File: config.mk
export PLATFORM = sky130hd
export DESIGN_NAME = multicycle_control
export DESIGN_NICKNAME = d
export VERILOG_FILES = /design/src/rtl/ctrl_pkg.sv /design/src/rtl/ctrl_output_decoder.sv /design/src/rtl/multicycle_control.sv
export SDC_FILE = /design/constraint.sdc
export NUM_CORES = 1
export LEC_CHECK = 0
export ABC_AREA = 1
export BUFFER_PORTS_ARGS = -buffer_cell sky130_fd_sc_hd__buf_4
export CAP_MARGIN = 20
export CORE_UTILIZATION = 43
export DETAILED_ROUTE_END_ITERATION = 12
export PLACE_DENSITY = 0.89
export SLEW_MARGIN = 20
export SYNTH_ARGS = -nofsm -noshare
export SYNTH_HDL_FRONTEND = slang
export SYNTH_HIERARCHICAL = 1
export SYNTH_SLANG_ARGS = --single-unit
File: constraint.sdc
create_clock -name CLK -period 1.6 [get_ports CLK]
set_input_delay 0.32 -clock CLK [delete_from_list [all_inputs] [get_ports CLK]]
set_output_delay 0.32 -clock CLK [all_outputs]
set_load 0.05 [all_outputs]
File: src/rtl/ctrl_pkg.sv
// Shared encodings for the multi-cycle MIPS-subset control FSM: opcodes, state codes,
// mux select codes and the packed control word driven by ctrl_output_decoder.
package ctrl_pkg;

  localparam int unsigned StateW = 4;
  localparam int unsigned OpW    = 6;

  localparam logic [OpW-1:0] OpRtype = 6'b000000;
  localparam logic [OpW-1:0] OpLw    = 6'b100011;
  localparam logic [OpW-1:0] OpSw    = 6'b101011;
  localparam logic [OpW-1:0] OpBeq   = 6'b000100;
  localparam logic [OpW-1:0] OpAddi  = 6'b001000;
  localparam logic [OpW-1:0] OpJ     = 6'b000010;

  localparam logic [StateW-1:0] StFetch  = 4'd0;
  localparam logic [StateW-1:0] StDecode = 4'd1;
  localparam logic [StateW-1:0] StMemAdr = 4'd2;
  localparam logic [StateW-1:0] StMemRd  = 4'd3;
  localparam logic [StateW-1:0] StMemWb  = 4'd4;
  localparam logic [StateW-1:0] StMemWr  = 4'd5;
  localparam logic [StateW-1:0] StExec   = 4'd6;
  localparam logic [StateW-1:0] StRWb    = 4'd7;
  localparam logic [StateW-1:0] StBranch = 4'd8;
  localparam logic [StateW-1:0] StJump   = 4'd9;
  localparam logic [StateW-1:0] StAddiEx = 4'd10;
  localparam logic [StateW-1:0] StAddiWb = 4'd11;
  localparam logic [StateW-1:0] StTrap   = 4'd15;

  localparam logic [1:0] ALUOP_ADD   = 2'b00;
  localparam logic [1:0] ALUOP_SUB   = 2'b01;
  localparam logic [1:0] ALUOP_FUNCT = 2'b10;

  localparam logic [1:0] SrcBReg   = 2'b00;
  localparam logic [1:0] SrcBFour  = 2'b01;
  localparam logic [1:0] SrcBImm   = 2'b10;
  localparam logic [1:0] SrcBImmSh = 2'b11;

  localparam logic [1:0] PcSrcAlu    = 2'b00;
  localparam logic [1:0] PcSrcAluOut = 2'b01;
  localparam logic [1:0] PcSrcJump   = 2'b10;

  typedef struct packed {
    logic       pc_write;
    logic       pc_write_cond;
    logic       i_or_d;
    logic       mem_read;
    logic       mem_write;
    logic       ir_write;
    logic       reg_dst;
    logic       mem_to_reg;
    logic       reg_write;
    logic       alu_src_a;
    logic [1:0] alu_src_b;
    logic [1:0] alu_op;
    logic [1:0] pc_src;
    logic       retire;
  } ctrl_word_t;

endpackage

File: src/rtl/ctrl_output_decoder.sv
// Combinational map from FSM state (plus MEM_READY for handshake-qualified strobes)
// to the datapath control word. Unlisted states, including TRAP, decode to all zeros.
module ctrl_output_decoder
  import ctrl_pkg::*;
(
  input  logic [StateW-1:0] state_i,
  input  logic              mem_ready_i,
  output ctrl_word_t        ctrl_o
);

  always_comb begin
    ctrl_o = '0;
    case (state_i)
      StFetch: begin
        ctrl_o.mem_read  = 1'b1;
        ctrl_o.alu_src_b = SrcBFour;
        ctrl_o.alu_op    = ALUOP_ADD;
        ctrl_o.pc_src    = PcSrcAlu;
        ctrl_o.ir_write  = mem_ready_i;
        ctrl_o.pc_write  = mem_ready_i;
      end
      StDecode: begin
        ctrl_o.alu_src_b = SrcBImmSh;
        ctrl_o.alu_op    = ALUOP_ADD;
      end
      StMemAdr, StAddiEx: begin
        ctrl_o.alu_src_a = 1'b1;
        ctrl_o.alu_src_b = SrcBImm;
        ctrl_o.alu_op    = ALUOP_ADD;
      end
      StMemRd: begin
        ctrl_o.mem_read = 1'b1;
        ctrl_o.i_or_d   = 1'b1;
      end
      StMemWb: begin
        ctrl_o.reg_write  = 1'b1;
        ctrl_o.mem_to_reg = 1'b1;
        ctrl_o.retire     = 1'b1;
      end
      StMemWr: begin
        ctrl_o.mem_write = 1'b1;
        ctrl_o.i_or_d    = 1'b1;
        ctrl_o.retire    = mem_ready_i;
      end
      StExec: begin
        ctrl_o.alu_src_a = 1'b1;
        ctrl_o.alu_src_b = SrcBReg;
        ctrl_o.alu_op    = ALUOP_FUNCT;
      end
      StRWb: begin
        ctrl_o.reg_write = 1'b1;
        ctrl_o.reg_dst   = 1'b1;
        ctrl_o.retire    = 1'b1;
      end
      StBranch: begin
        ctrl_o.alu_src_a     = 1'b1;
        ctrl_o.alu_src_b     = SrcBReg;
        ctrl_o.alu_op        = ALUOP_SUB;
        ctrl_o.pc_write_cond = 1'b1;
        ctrl_o.pc_src        = PcSrcAluOut;
        ctrl_o.retire        = 1'b1;
      end
      StJump: begin
        ctrl_o.pc_write = 1'b1;
        ctrl_o.pc_src   = PcSrcJump;
        ctrl_o.retire   = 1'b1;
      end
      StAddiWb: begin
        ctrl_o.reg_write = 1'b1;
        ctrl_o.retire    = 1'b1;
      end
      default: ctrl_o = '0;
    endcase
  end

endmodule

File: src/rtl/multicycle_control.sv
// Main control FSM for the multi-cycle MIPS-subset datapath: state register and next-state
// logic. Define MULTICYCLE_CONTROL_ILLEGAL_TRAP_EN to trap unknown opcodes (adds ILLEGAL).
module multicycle_control
  import ctrl_pkg::*;
#(
  parameter int unsigned OPW = 6,
  parameter int unsigned STW = 4
) (
  input  logic           CLK,
  input  logic           RST_N,
  input  logic [OPW-1:0] OPCODE,
  input  logic           ZERO,
  input  logic           MEM_READY,
  output logic           PC_WRITE,
  output logic           PC_WRITE_COND,
  output logic           PC_EN,
  output logic           I_OR_D,
  output logic           MEM_READ,
  output logic           MEM_WRITE,
  output logic           IR_WRITE,
  output logic           REG_DST,
  output logic           MEM_TO_REG,
  output logic           REG_WRITE,
  output logic           ALU_SRC_A,
  output logic [1:0]     ALU_SRC_B,
  output logic [1:0]     ALU_OP,
  output logic [1:0]     PC_SRC,
  output logic           RETIRE,
  output logic [STW-1:0] STATE
`ifdef MULTICYCLE_CONTROL_ILLEGAL_TRAP_EN
  ,
  output logic           ILLEGAL
`endif
);

  logic [StateW-1:0] state_q, state_d;
  logic [OpW-1:0]    opcode;
  ctrl_word_t        ctrl;

  assign opcode = OpW'(OPCODE);

  always_comb begin
    state_d = StFetch;
    case (state_q)
      StFetch:  state_d = MEM_READY ? StDecode : StFetch;
      StDecode: begin
        case (opcode)
          OpLw, OpSw: state_d = StMemAdr;
          OpRtype:    state_d = StExec;
          OpBeq:      state_d = StBranch;
          OpJ:        state_d = StJump;
          OpAddi:     state_d = StAddiEx;
`ifdef MULTICYCLE_CONTROL_ILLEGAL_TRAP_EN
          default:    state_d = StTrap;
`else
          // Unknown opcode retires nothing and simply refetches.
          default:    state_d = StFetch;
`endif
        endcase
      end
      StMemAdr: state_d = (opcode == OpSw) ? StMemWr : StMemRd;
      StMemRd:  state_d = MEM_READY ? StMemWb : StMemRd;
      StMemWr:  state_d = MEM_READY ? StFetch : StMemWr;
      StExec:   state_d = StRWb;
      StAddiEx: state_d = StAddiWb;
      StMemWb, StRWb, StBranch, StJump, StAddiWb: state_d = StFetch;
`ifdef MULTICYCLE_CONTROL_ILLEGAL_TRAP_EN
      StTrap:   state_d = StTrap;
`endif
      default:  state_d = StFetch;
    endcase
  end

  always_ff @(posedge CLK) begin
    if (!RST_N) begin
      state_q <= StFetch;
    end else begin
      state_q <= state_d;
    end
  end

  ctrl_output_decoder u_ctrl_output_decoder (
    .state_i     (state_q),
    .mem_ready_i (MEM_READY),
    .ctrl_o      (ctrl)
  );

  assign PC_WRITE      = ctrl.pc_write;
  assign PC_WRITE_COND = ctrl.pc_write_cond;
  assign PC_EN         = ctrl.pc_write | (ctrl.pc_write_cond & ZERO);
  assign I_OR_D        = ctrl.i_or_d;
  assign MEM_READ      = ctrl.mem_read;
  assign MEM_WRITE     = ctrl.mem_write;
  assign IR_WRITE      = ctrl.ir_write;
  assign REG_DST       = ctrl.reg_dst;
  assign MEM_TO_REG    = ctrl.mem_to_reg;
  assign REG_WRITE     = ctrl.reg_write;
  assign ALU_SRC_A     = ctrl.alu_src_a;
  assign ALU_SRC_B     = ctrl.alu_src_b;
  assign ALU_OP        = ctrl.alu_op;
  assign PC_SRC        = ctrl.pc_src;
  assign RETIRE        = ctrl.retire;
  assign STATE         = STW'(state_q);

`ifdef MULTICYCLE_CONTROL_ILLEGAL_TRAP_EN
  assign ILLEGAL = (state_q == StTrap);
`endif

endmodule

==> results.json, run 1 <==
{
  "io_pins": 32,
  "cts_buffers": 3,
  "error_line": "[ERROR DPL-0033] detailed placement checks failed during check placement.",
  "syn_area_um2": 587,
  "fp-row-count": 12,
  "ys_types": 14,
  "synthArstFlopShare": 0,
  "gp_congestion": 0.905,
  "synth_largest_area_cell": "nand2_1",
  "clock-root-buffer": "clkbuf_4",
  "ys_seq_area_frac": 0.136,
  "worst_endpoint_kind": "top-level output",
  "yosysMostFrequentCell": "nand2_1",
  "synth.area.top_cells": "nand2_1, inv_1, nor2_1",
  "synth_top_flop_cell": "dfxtp_1",
  "synth_edf_count": 0,
  "yosysWarnings": 6,
  "postSynthAreaPerCell_um2": 4.69,
  "cts_htree_levels": 1,
  "grt_max_degree": 9,
  "hold_buffers": 0,
  "cts_buffer_depth": 2,
  "synthesis.nets": 135,
  "grt-worst-endpoint": "PC_EN",
  "synthCells": 125,
  "synth_seq_cells": 4,
  "start_util": 0.495,
  "hpwl_um": 1470,
  "failed_stage": "global routing (5_1_grt)",
  "antenna_found_initial": 0,
  "yosysTopAreaCellShare": 0.262,
  "cts.sinks": 4,
  "die_w_um": 38.9,
  "numPortBuffers": 31,
  "synth_common_cells": "nand2_1, inv_1, nor2_1",
  "fp.dieH_um": 38.9,
  "status": "stopped before the end"
}
==> kinds of logic after synthesis <==
| family | share of synthesized area |
|---|---|
| xor+xnor | 0.0149 |
| simple gates | 0.578 |
| compound gates | 0.0661 |
| buf+inv | 0.205 |
| flops | 0.136 |
==> stage by stage <==
step                      cell area [um2]  instances  TNS [ns]  setup WS, ns
after floorplan                       663        125    -0.411        -0.241
after global placement                898        169         0         0.105
after detailed placement              898        169         0         0.106
after CTS                            1040        182  -0.00172      -0.00124
==> what timing repair did <==
item / CTS
endpoints found under the setup margin: 4
setup buffers: 9
resized for setup: 13
pin swaps: 3
==> run 2: changes to the inputs <==
--- a/config.mk
+++ b/config.mk
@@ -8,9 +8,10 @@
 export ABC_AREA = 1
 export BUFFER_PORTS_ARGS = -buffer_cell sky130_fd_sc_hd__buf_4
 export CAP_MARGIN = 20
-export CORE_UTILIZATION = 43
+export CORE_AREA = 2 2 63 65
 export DETAILED_ROUTE_END_ITERATION = 12
-export PLACE_DENSITY = 0.89
+export DIE_AREA = 0 0 65 67
+export PLACE_DENSITY_LB_ADDON = 0.15
 export SLEW_MARGIN = 20
 export SYNTH_ARGS = -nofsm -noshare
 export SYNTH_HDL_FRONTEND = slang
==> run 2 against run 1 <==
Against the previous run:
- the flow now finishes, with violations (setup timing)
- synthesized area is the same
- synthesized cell count is the same
==> results.json, run 2 <==
{
  "fp-row-count": 22,
  "layout_setup_ws_ns": -0.00267,
  "viasPerCell": 3.93,
  "dp_slack_ns": 0.0544,
  "initialDrtViolationCount": 19,
  "wl_met1_um": 837,
  "cts_htree_levels": 1,
  "drtAntennaViolNets": 0,
  "grt_pass1_vias": 821,
  "synthArstFlopShare": 0,
  "highest_layer": "met4",
  "slew_headroom": 0.871,
  "io_pins": 32,
  "die-area_mm2": 0.00436,
  "tightest_slew_ns": 0.193,
  "fin_util": 0.309,
  "ys_seq_area_frac": 0.136,
  "synth_seq_cells": 4,
  "largest_reg_flops": 4,
  "synth_top_flop_cell": "dfxtp_1",
  "cts.sinks": 4,
  "drv_slew": 0,
  "drt_wl_total_um": 1970,
  "start_util": 0.163,
  "grt.overflow.total": 0,
  "cap_viol_max_count": 0,
  "syn_area_um2": 587,
  "finalSetupTns_ns": -0.00267,
  "fin_worst_skew_ns": 0.00374,
  "hold_violations": 0,
  "final_area_mm2": 0.00111,
  "num_vias": 848,
  "violations": "setup timing",
  "path_class": "reg2out",
  "fill_cells": 409,
  "clk_latency_ns": 0.22,
  "grt_pass1_wl_um": 3260,
  "status": "finished with violations",
  "placed_area_um2": 948,
  "track_usage": 0.0939,
  "core_area_mm2": 0.00361,
  "yosysMostFrequentCell": "nand2_1",
  "synthCells": 125,
  "whs_ns": 0.314,
  "wl_met3_um": 138,
  "post-route-min-period_ns": 1.60,
  "synth_common_cells": "nand2_1, inv_1, nor2_1",
  "gp_congestion": 0.828,
  "diodes": 0,
  "area_delta_synth_final_pct": 90.0,
  "numPortBuffers": 31,
  "cts_buffers": 3,
  "postSynthAreaPerCell_um2": 4.69,
  "max-vdd-ir-drop_mv": 0.321,
  "clock-root-buffer": "clkbuf_8",
  "rsz0062_at_grt": "true",
  "die_w_um": 65,
  "dr.pass1.iters": 4,
  "nets": 179,
  "tritoncts": "built",
  "total_leakage_power_nw": 0.656,
  "final_cell_mix": "nand2_1, buf_4, inv_1, nor2_1, nand3_1",
  "clkTransAtPathRegs_ns": 0.04,
  "cts_buffer_depth": 2,
  "synth_largest_area_cell": "nand2_1",
  "drcViolationCount": 0,
  "synth.area.top_cells": "nand2_1, inv_1, nor2_1",
  "yosysTopAreaCellShare": 0.262,
  "hpwl_um": 1670,
  "wl_per_cell_um": 9.11,
  "period_share": 1.00,
  "hold_class": "in2reg",
  "max_freq_mhz": 624,
  "layout-drive-gt1-share": 0.476,
  "powerDensity_mw_per_mm2": 446,
  "synthesis.nets": 135,
  "hold_buffers": 0,
  "dr_wl_met2_um": 980,
  "setup_viol_count_final": 1,
  "ys_types": 14,
  "cp.arrival_ns": 1.28,
  "grt_max_degree": 9,
  "path_max_fanout": 5,
  "fp.dieH_um": 67,
  "antenna_found_initial": 0,
  "timing.critical_path.required_ns": 1.28,
  "startpoint_type": "flop",
  "cp-end-kind": "output port",
  "synth_edf_count": 0,
  "yosysWarnings": 6
}
-- run 2: cell counts after synthesis --
Identical to the previous run, type by type.
-- run 2: through the flow --
stage,power (W),instances
6_report,0.000497,216
4_1_cts,0.000505,214
2_1_floorplan,0.000209,125
3_5_place_dp,0.000264,204
3_3_place_gp,0.000264,204
5_1_grt,0.000531,216
-- run 2: cells by family after synthesis --
| kind of cell | Yosys count | share of synthesized area |
|---|---|---|
| XOR/XNOR | 1 | 0.0149 |
| AO/OA/AOI/OAI | 6 | 0.0661 |
| flip-flops | 4 | 0.136 |
| buffers and inverters | 31 | 0.205 |
| AND/OR/NAND/NOR | 83 | 0.578 |
-- run 2: area by class of cell --
type / instances / area, um2 / share of cell area
flip-flops and latches: 4 / 95.1 / 0.0853
repair buffers: 40 / 327 / 0.293
well taps: 48 / 60.1 / 0.0539
multi-input cells: 90 / 464 / 0.416
inverters: 30 / 124 / 0.111
clock buffers: 4 / 45.0 / 0.0404
-- run 2: worst paths after layout --
path                       startpoint             endpoint  slack [ns]  depth (start not counted)
setup / recovery  STATE[0]$_SDFF_PN0_                PC_EN      -0.003                          7
hold / removal                  RST_N  STATE[1]$_SDFF_PN0_        0.31                          3
setup reg to reg  STATE[3]$_SDFF_PN0_  STATE[1]$_SDFF_PN0_        0.41                          8
hold reg to reg   STATE[0]$_SDFF_PN0_  STATE[0]$_SDFF_PN0_        0.81                          5
-- run 2: power breakdown --
group / switching, W / internal, W
clock network: 0.0000543 / 0.000170
registers: 0.00000359 / 0.0000975
logic: 0.000108 / 0.0000636
total: 0.000166 / 0.000331
-- run 2: layer usage --
metal  vias to the layer above  GRT usage
li1                        452          -
met1                       366     0.0935
met2                        28      0.188
met3                         2     0.0236
met4                         0     0.0293
met5                         -          0
-- run 2: worst max-delay path: stages (launching register included) --
cell	delay, ns
dfxtp_4	0.36
inv_2	0.06
nand2_4	0.07
inv_2	0.05
nand2_4	0.07
clkinvlp_4	0.08
a21o_4	0.22
buf_8	0.14
-- run 2: timing repair --
action	CTS	global route
pin swaps	3	3
setup buffers	6	2
gates cloned	0	0
endpoints found under the setup margin	4	7
gates resized for setup	12	7
No activity file was read; power rests on OpenSTA's default activity.
